==> config.mk <==
export PLATFORM = sky130hd
export DESIGN_NAME = mem_burst_seq
export DESIGN_NICKNAME = d
export VERILOG_FILES = /design/src/rtl/mem_burst_seq.sv
export SDC_FILE = /design/constraint.sdc
export NUM_CORES = 1
export LEC_CHECK = 0
export ABC_AREA = 1
export BUFFER_PORTS_ARGS = -buffer_cell sky130_fd_sc_hd__clkbuf_2
export CORE_MARGIN = 2
export CORE_UTILIZATION = 39
export CTS_CLUSTER_DIAMETER = 200
export CTS_CLUSTER_SIZE = 24
export DETAILED_ROUTE_END_ITERATION = 10
export GPL_TIMING_DRIVEN = 0
export PLACE_DENSITY = 0.86
export REMOVE_ABC_BUFFERS = 1
export SLEW_MARGIN = 20
export SYNTH_ARGS = -nofsm -noshare
export SYNTH_HDL_FRONTEND = slang
export SYNTH_SLANG_ARGS = --single-unit
==> constraint.sdc <==
create_clock -name clk -period 4.7 [get_ports clk]
set_clock_uncertainty 0.15 [all_clocks]
set_input_delay 0.705 -clock clk [delete_from_list [all_inputs] [get_ports clk]]
set_output_delay 0.705 -clock clk [all_outputs]
set_load 0.03 [all_outputs]
==> src/rtl/mem_burst_seq.sv <==
// mem_burst_seq: multi-beat load/store sequencer between a register file and a word memory.
// Load data returns one cycle after its read strobe, so loads spend one extra DRAIN cycle.
module mem_burst_seq #(
   parameter int DATA_W    = 32,
   parameter int ADDR_W    = 7,
   parameter int REG_W     = 5,
   parameter int MAX_BEATS = 2,
   localparam int CNT_W    = (MAX_BEATS > 1) ? $clog2(MAX_BEATS) : 1
) (
   input  logic              clk,
   input  logic              rst_n,
   input  logic              start,
   input  logic              is_store,
   input  logic [CNT_W-1:0]  beats_m1,
   input  logic [ADDR_W-1:0] base_addr,
   input  logic [REG_W-1:0]  base_reg,
   input  logic [DATA_W-1:0] reg_rdata,
   input  logic [DATA_W-1:0] ReadDataMem,
   output logic [REG_W-1:0]  reg_ridx,
   output logic              reg_we,
   output logic [REG_W-1:0]  reg_widx,
   output logic [DATA_W-1:0] reg_wdata,
   output logic [ADDR_W-1:0] A,
   output logic              CEN,
   output logic              WEN,
   output logic              OEN,
   output logic [DATA_W-1:0] Data2Mem,
   output logic              hold_pc,
   output logic              done
);
   typedef enum logic [1:0] {IDLE, ISSUE, DRAIN} state_t;
   state_t            state_q, state_d;
   logic [CNT_W-1:0]  k_q, k_d, bm1_q, bm1_d;
   logic              st_q, st_d, we_q, we_d;
   logic [ADDR_W-1:0] addr_q, addr_d;
   logic [REG_W-1:0]  reg_q, reg_d, widx_q, widx_d, ridx_k;
   logic              idle, issue, last;

   always_ff @(posedge clk or negedge rst_n)
      if (!rst_n) begin
         state_q <= IDLE;
         k_q     <= '0;
         bm1_q   <= '0;
         st_q    <= 1'b0;
         addr_q  <= '0;
         reg_q   <= '0;
         we_q    <= 1'b0;
         widx_q  <= '0;
      end else begin
         state_q <= state_d;
         k_q     <= k_d;
         bm1_q   <= bm1_d;
         st_q    <= st_d;
         addr_q  <= addr_d;
         reg_q   <= reg_d;
         we_q    <= we_d;
         widx_q  <= widx_d;
      end

   always_comb begin
      state_d = state_q;
      k_d     = k_q;
      bm1_d   = bm1_q;
      st_d    = st_q;
      addr_d  = addr_q;
      reg_d   = reg_q;
      idle    = state_q == IDLE;
      issue   = state_q == ISSUE;
      last    = k_q == bm1_q;
      ridx_k  = reg_q + REG_W'(k_q);
      // a load beat issued now is written back from the registered index next cycle
      we_d    = issue && !st_q;
      widx_d  = ridx_k;
      if (idle && start) begin
         state_d = ISSUE;
         k_d     = '0;
         bm1_d   = beats_m1;
         st_d    = is_store;
         addr_d  = base_addr;
         reg_d   = base_reg;
      end else if (issue) begin
         state_d = last ? (st_q ? IDLE : DRAIN) : ISSUE;
         k_d     = last ? k_q : k_q + CNT_W'(1);
      end else if (state_q == DRAIN) begin
         state_d = IDLE;
      end
      CEN      = !issue;
      WEN      = !(issue && st_q);
      OEN      = !(issue && !st_q);
      A        = idle ? base_addr : addr_q + ADDR_W'(k_q);
      reg_ridx = idle ? base_reg : ridx_k;
      done     = (issue && last && st_q) || state_q == DRAIN;
      hold_pc  = idle ? start : !done;
   end

   assign reg_we    = we_q;
   assign reg_widx  = widx_q;
   assign reg_wdata = ReadDataMem;
   assign Data2Mem  = reg_rdata;
endmodule

* Word level (Yosys, flattened, before mapping)
Index checks and enable logic that the tools add are counted.
Cells by class: equal/unequal tests 4, reduce and logical (&&, ||, !) cells 15, muxes and demuxes 11, add/subtract/negate cells 3
Operator list (number):
- 2-bit two-way mux | 5
- 7-bit by 1-bit adder with 7-bit output | 1
- 7-bit two-way mux | 1
- 5-bit by 1-bit adder with 5-bit output | 1
- 1-bit logical AND | 5
- 1-bit logical NOT | 5
- 5-bit two-way mux | 1
- 1-bit two-way mux | 4
- 3-bit nonzero test | 1
- 2-bit by 1-bit == test with 1-bit output (second input constant) | 1
- 2-bit == test (second input constant) | 1
- 2-bit logical NOT | 1
- 2-bit by 1-bit != test with 1-bit output (second input constant) | 1
- 2-bit AND reduction | 1
- 2-bit nonzero test | 1
- 1-bit adder (second input constant) | 1
- 1-bit == test | 1
- 1-bit logical OR | 1
Word-level totals: output and inout port bits 87, word-level logic and storage cells 41, register bits after elaboration 23

* Longest topological paths before layout
word-level depth 6, depth in mapped cells 7

* Least setup slack after synthesis
OpenSTA, ideal clock, no wires.
kind input to output, start point input base_addr[0], end point output A[0], path buffers 0, data required time 3845 ps, setup slack 2405 ps, arrival time 1440 ps, stages on the path 2, path through inv_1 > o21ai_0
Between the ends: longest elaborated chain between the ends 1
Ends and longest elaborated chain:
- start: declaration | RTL line 15 | input logic [ADDR_W-1:0] base_addr,
- 7-bit two-way mux | RTL line 90 | A = idle ? base_addr : addr_q + ADDR_W'(k_q);
- end: declaration | RTL line 23 | output logic [ADDR_W-1:0] A,
No other way between the ends.

* Final worst setup path
start point register k_q, end point output reg_ridx[4]
Between the ends: longest elaborated chain between the ends 2
Ends and longest elaborated chain:
- start: declaration | RTL line 33 | logic [CNT_W-1:0] k_q, k_d, bm1_q, bm1_d;
- start signal: assignment | RTL line 51 | k_q <= k_d;
- 5-bit by 1-bit adder with 5-bit output | RTL line 70 | ridx_k = reg_q + REG_W'(k_q);
- net ridx_k[4] | RTL line 36 | logic [REG_W-1:0] reg_q, reg_d, widx_q, widx_d, ridx_k;
- 5-bit two-way mux | RTL line 91 | reg_ridx = idle ? base_reg : ridx_k;
- end: declaration | RTL line 19 | output logic [REG_W-1:0] reg_ridx,
The timed path passes the listed nets, and every way through them passes these cells.

==> out/results.ini <==
[status]
status=complete, no violations

[clock_tree]
cts.clk_slew.worst_paths_ps=80
htreeDepth=1
cts_hold_buf=0
post_cts.repair.setup_buffers=0
root_buffer=clkbuf_8
clock-sinks=23
cts_resized=0
clock_latency_ps=260
cts_buffers=3
cts_buffer_depth=2
cts_tree=built

[logic_synthesis]
yosysMostFrequentCell=buf_4
synth.top_cell.area_share=0.336
synthTopCellsByCount=buf_4 (65), nand2_1 (52), dfrtp_1 (23)
synthCells=217
synth_edf_count=0
postSynthAreaPerCell_um2=7.91
synth.area.top_cells=dfrtp_1 (34%), buf_4 (28%), nand2_1 (11%)
ys_ff_latch=23
synth.distinct_cells=20
synthFlopType=dfrtp_1
seq_area_frac_synth=0.336
synth_top_cell_by_area=dfrtp_1
yosys_warnings=0
async_reset_ff_frac=1.00
netlist_area_um2=1720

[setup_path]
slowest_stage=dfrtp_1
rr_endpoint=reg_q[0]
start_kind=flip-flop
path_cells=ha_1 > ha_1 > nand3_1 > xor2_1 > nand2_1 > nand2_1 > clkbuf_2
path_class=reg -> out
arrival_ps=1800
required_ps=3850
worst_setup_path_end_kind=primary output
crit_fanout=4
worst_path_dominant_cell_family=adder cells
cp_num_buf_inv=1
critical_path.max_stage_delay_ps=430
reg2reg_from=state_q[1]
reg2reg_depth=6
rrSetupSlack_ps=3130

[die]
row_count=24
die_w_um=70.3
die_h_um=70.3
initial_core_util=0.399
io_pins=168
die_area_um2=4940
core_area_um2=4290

[timing]
final.setup.tns_ps=0
rsz0062_at_grt=false
worstMarginPinSlew_ps=588
setup_violations=0
fmax_mhz=376
min_period_ps=2660
report.final.slew_viol_count=0
hold_violations=0
min_period_over_period=0.566
maxSlewHeadroom=0.608

[grt]
busiest_layer=met2
use_met2=0.537
grt_pass1_wl_um=10300
grtUsageMet3=0.404
antenna_found_initial=0
use_met1=0.158
grt_use_total=0.319
grt_max_degree=24
grt_pass1_vias=1208
grt_overflow=0

[drt]
viasPerCell=5.10
antenna_left=0
first_pass_iters=4
drc=0
routedWlPerCell_um=32.6
first_iter_violations=72
vias=1245
drt_wl_total_um=7950

[cells_and_area]
drive_above_1_share=0.266
nets=278
n_antenna_cell=0
area_growth_syn_to_layout_pct=-12.3
fin_cells=244

[placed_design]
place_congestion=1.08
io_buffers=39
placed_cells=240
dp_hpwl_um=7270

[power]
p_per_area_nw_per_um2=799
irDropWorstVdd_mv=0.260
leakage_nw=0.837
p_sw_uw=653
combPwrFrac=0.597
clockPowerShare=0.102
p_int_uw=550
seqPwrFrac=0.301
switching_share=0.543

[job]
drv_cap=0

[worst_hold_path]
hold_class=in -> async

## kinds of logic after synthesis
logic type	Yosys count	share of synthesized area
AO/OA/AOI/OAI	25	0.0875
XOR/XNOR	4	0.0204
adder cells (fa/ha/maj)	4	0.0292
buffers and inverters	90	0.350
flip-flops	23	0.336
AND/OR/NAND/NOR	71	0.177
## flip-flops by register name, indices dropped and copies added (netlist names)
name / flops
st_q: 1
reg_q: 5
k_q: 1
bm1_q: 1
state_q: 2
reg_we: 1
reg_widx: 5
addr_q: 7
## worst max-delay path by stage
stage,startpoint,to,slack (ps),cells after the start
2_1_floorplan,k_q,A[2],2400,5
3_3_place_gp,start,hold_pc,2290,6
3_5_place_dp,start,hold_pc,2270,6
4_1_cts,k_q,reg_ridx[4],2050,7
5_1_grt,k_q,A[6],1890,8
6_report,k_q,reg_ridx[4],2040,7
## placed cells by master (no fill, tap or decap), types with 3 or more instances in the layout
master    netlist  layout
inv_1          20      20
nand3_1        11      11
o21ai_0        15      15
ha_1            4       4
clkbuf_8        0       3
xor2_1          3       3
dfrtp_1        23      23
clkbuf_2        0      39
nand2_1        52      52
o21ai_2         5       5
nor2_1          6       6
## through the flow
step | setup WS [ps] | utilization | area, µm² | power (mW) | hold WS [ps]
final | 2040 | 0.351 | 1510 | 1.20 | 278
after detailed placement | 2270 | 0.340 | 1460 | 1.09 | 333
after CTS | 2050 | 0.351 | 1510 | 1.21 | 294
after floorplan | 2400 | - | 1200 | 0.875 | 259
after global placement | 2290 | 0.340 | 1460 | 1.07 | 319
after global routing | 1890 | 0.351 | 1510 | 1.29 | 312
## power by group through the flow
stage               Clock [mW]  Sequential [mW]  Combinational, mW
floorplan                    0            0.399              0.476
CTS                      0.126            0.361              0.723
finish                   0.122            0.363              0.718
global placement             0            0.361              0.709
detailed placement           0            0.365              0.721
global route             0.137            0.375              0.781
## cell type report
| type | instances | area, µm² |
|---|---|---|
| well taps | 52 | 65.1 |
| inverters | 22 | 85.1 |
| clock buffers | 4 | 45.0 |
| multi-input cells | 104 | 539 |
| fillers | 467 | 2790 |
| flip-flops and latches | 23 | 576 |
| repair buffers | 39 | 195 |
## per-layer routing
layer	wire length (µm)	vias to the layer above
met1	1310	518
met4	446	0
met2	4010	148
met3	2180	20
li1	-	559
met5	0	-
Note: power is estimated with default switching activity, not from simulation.
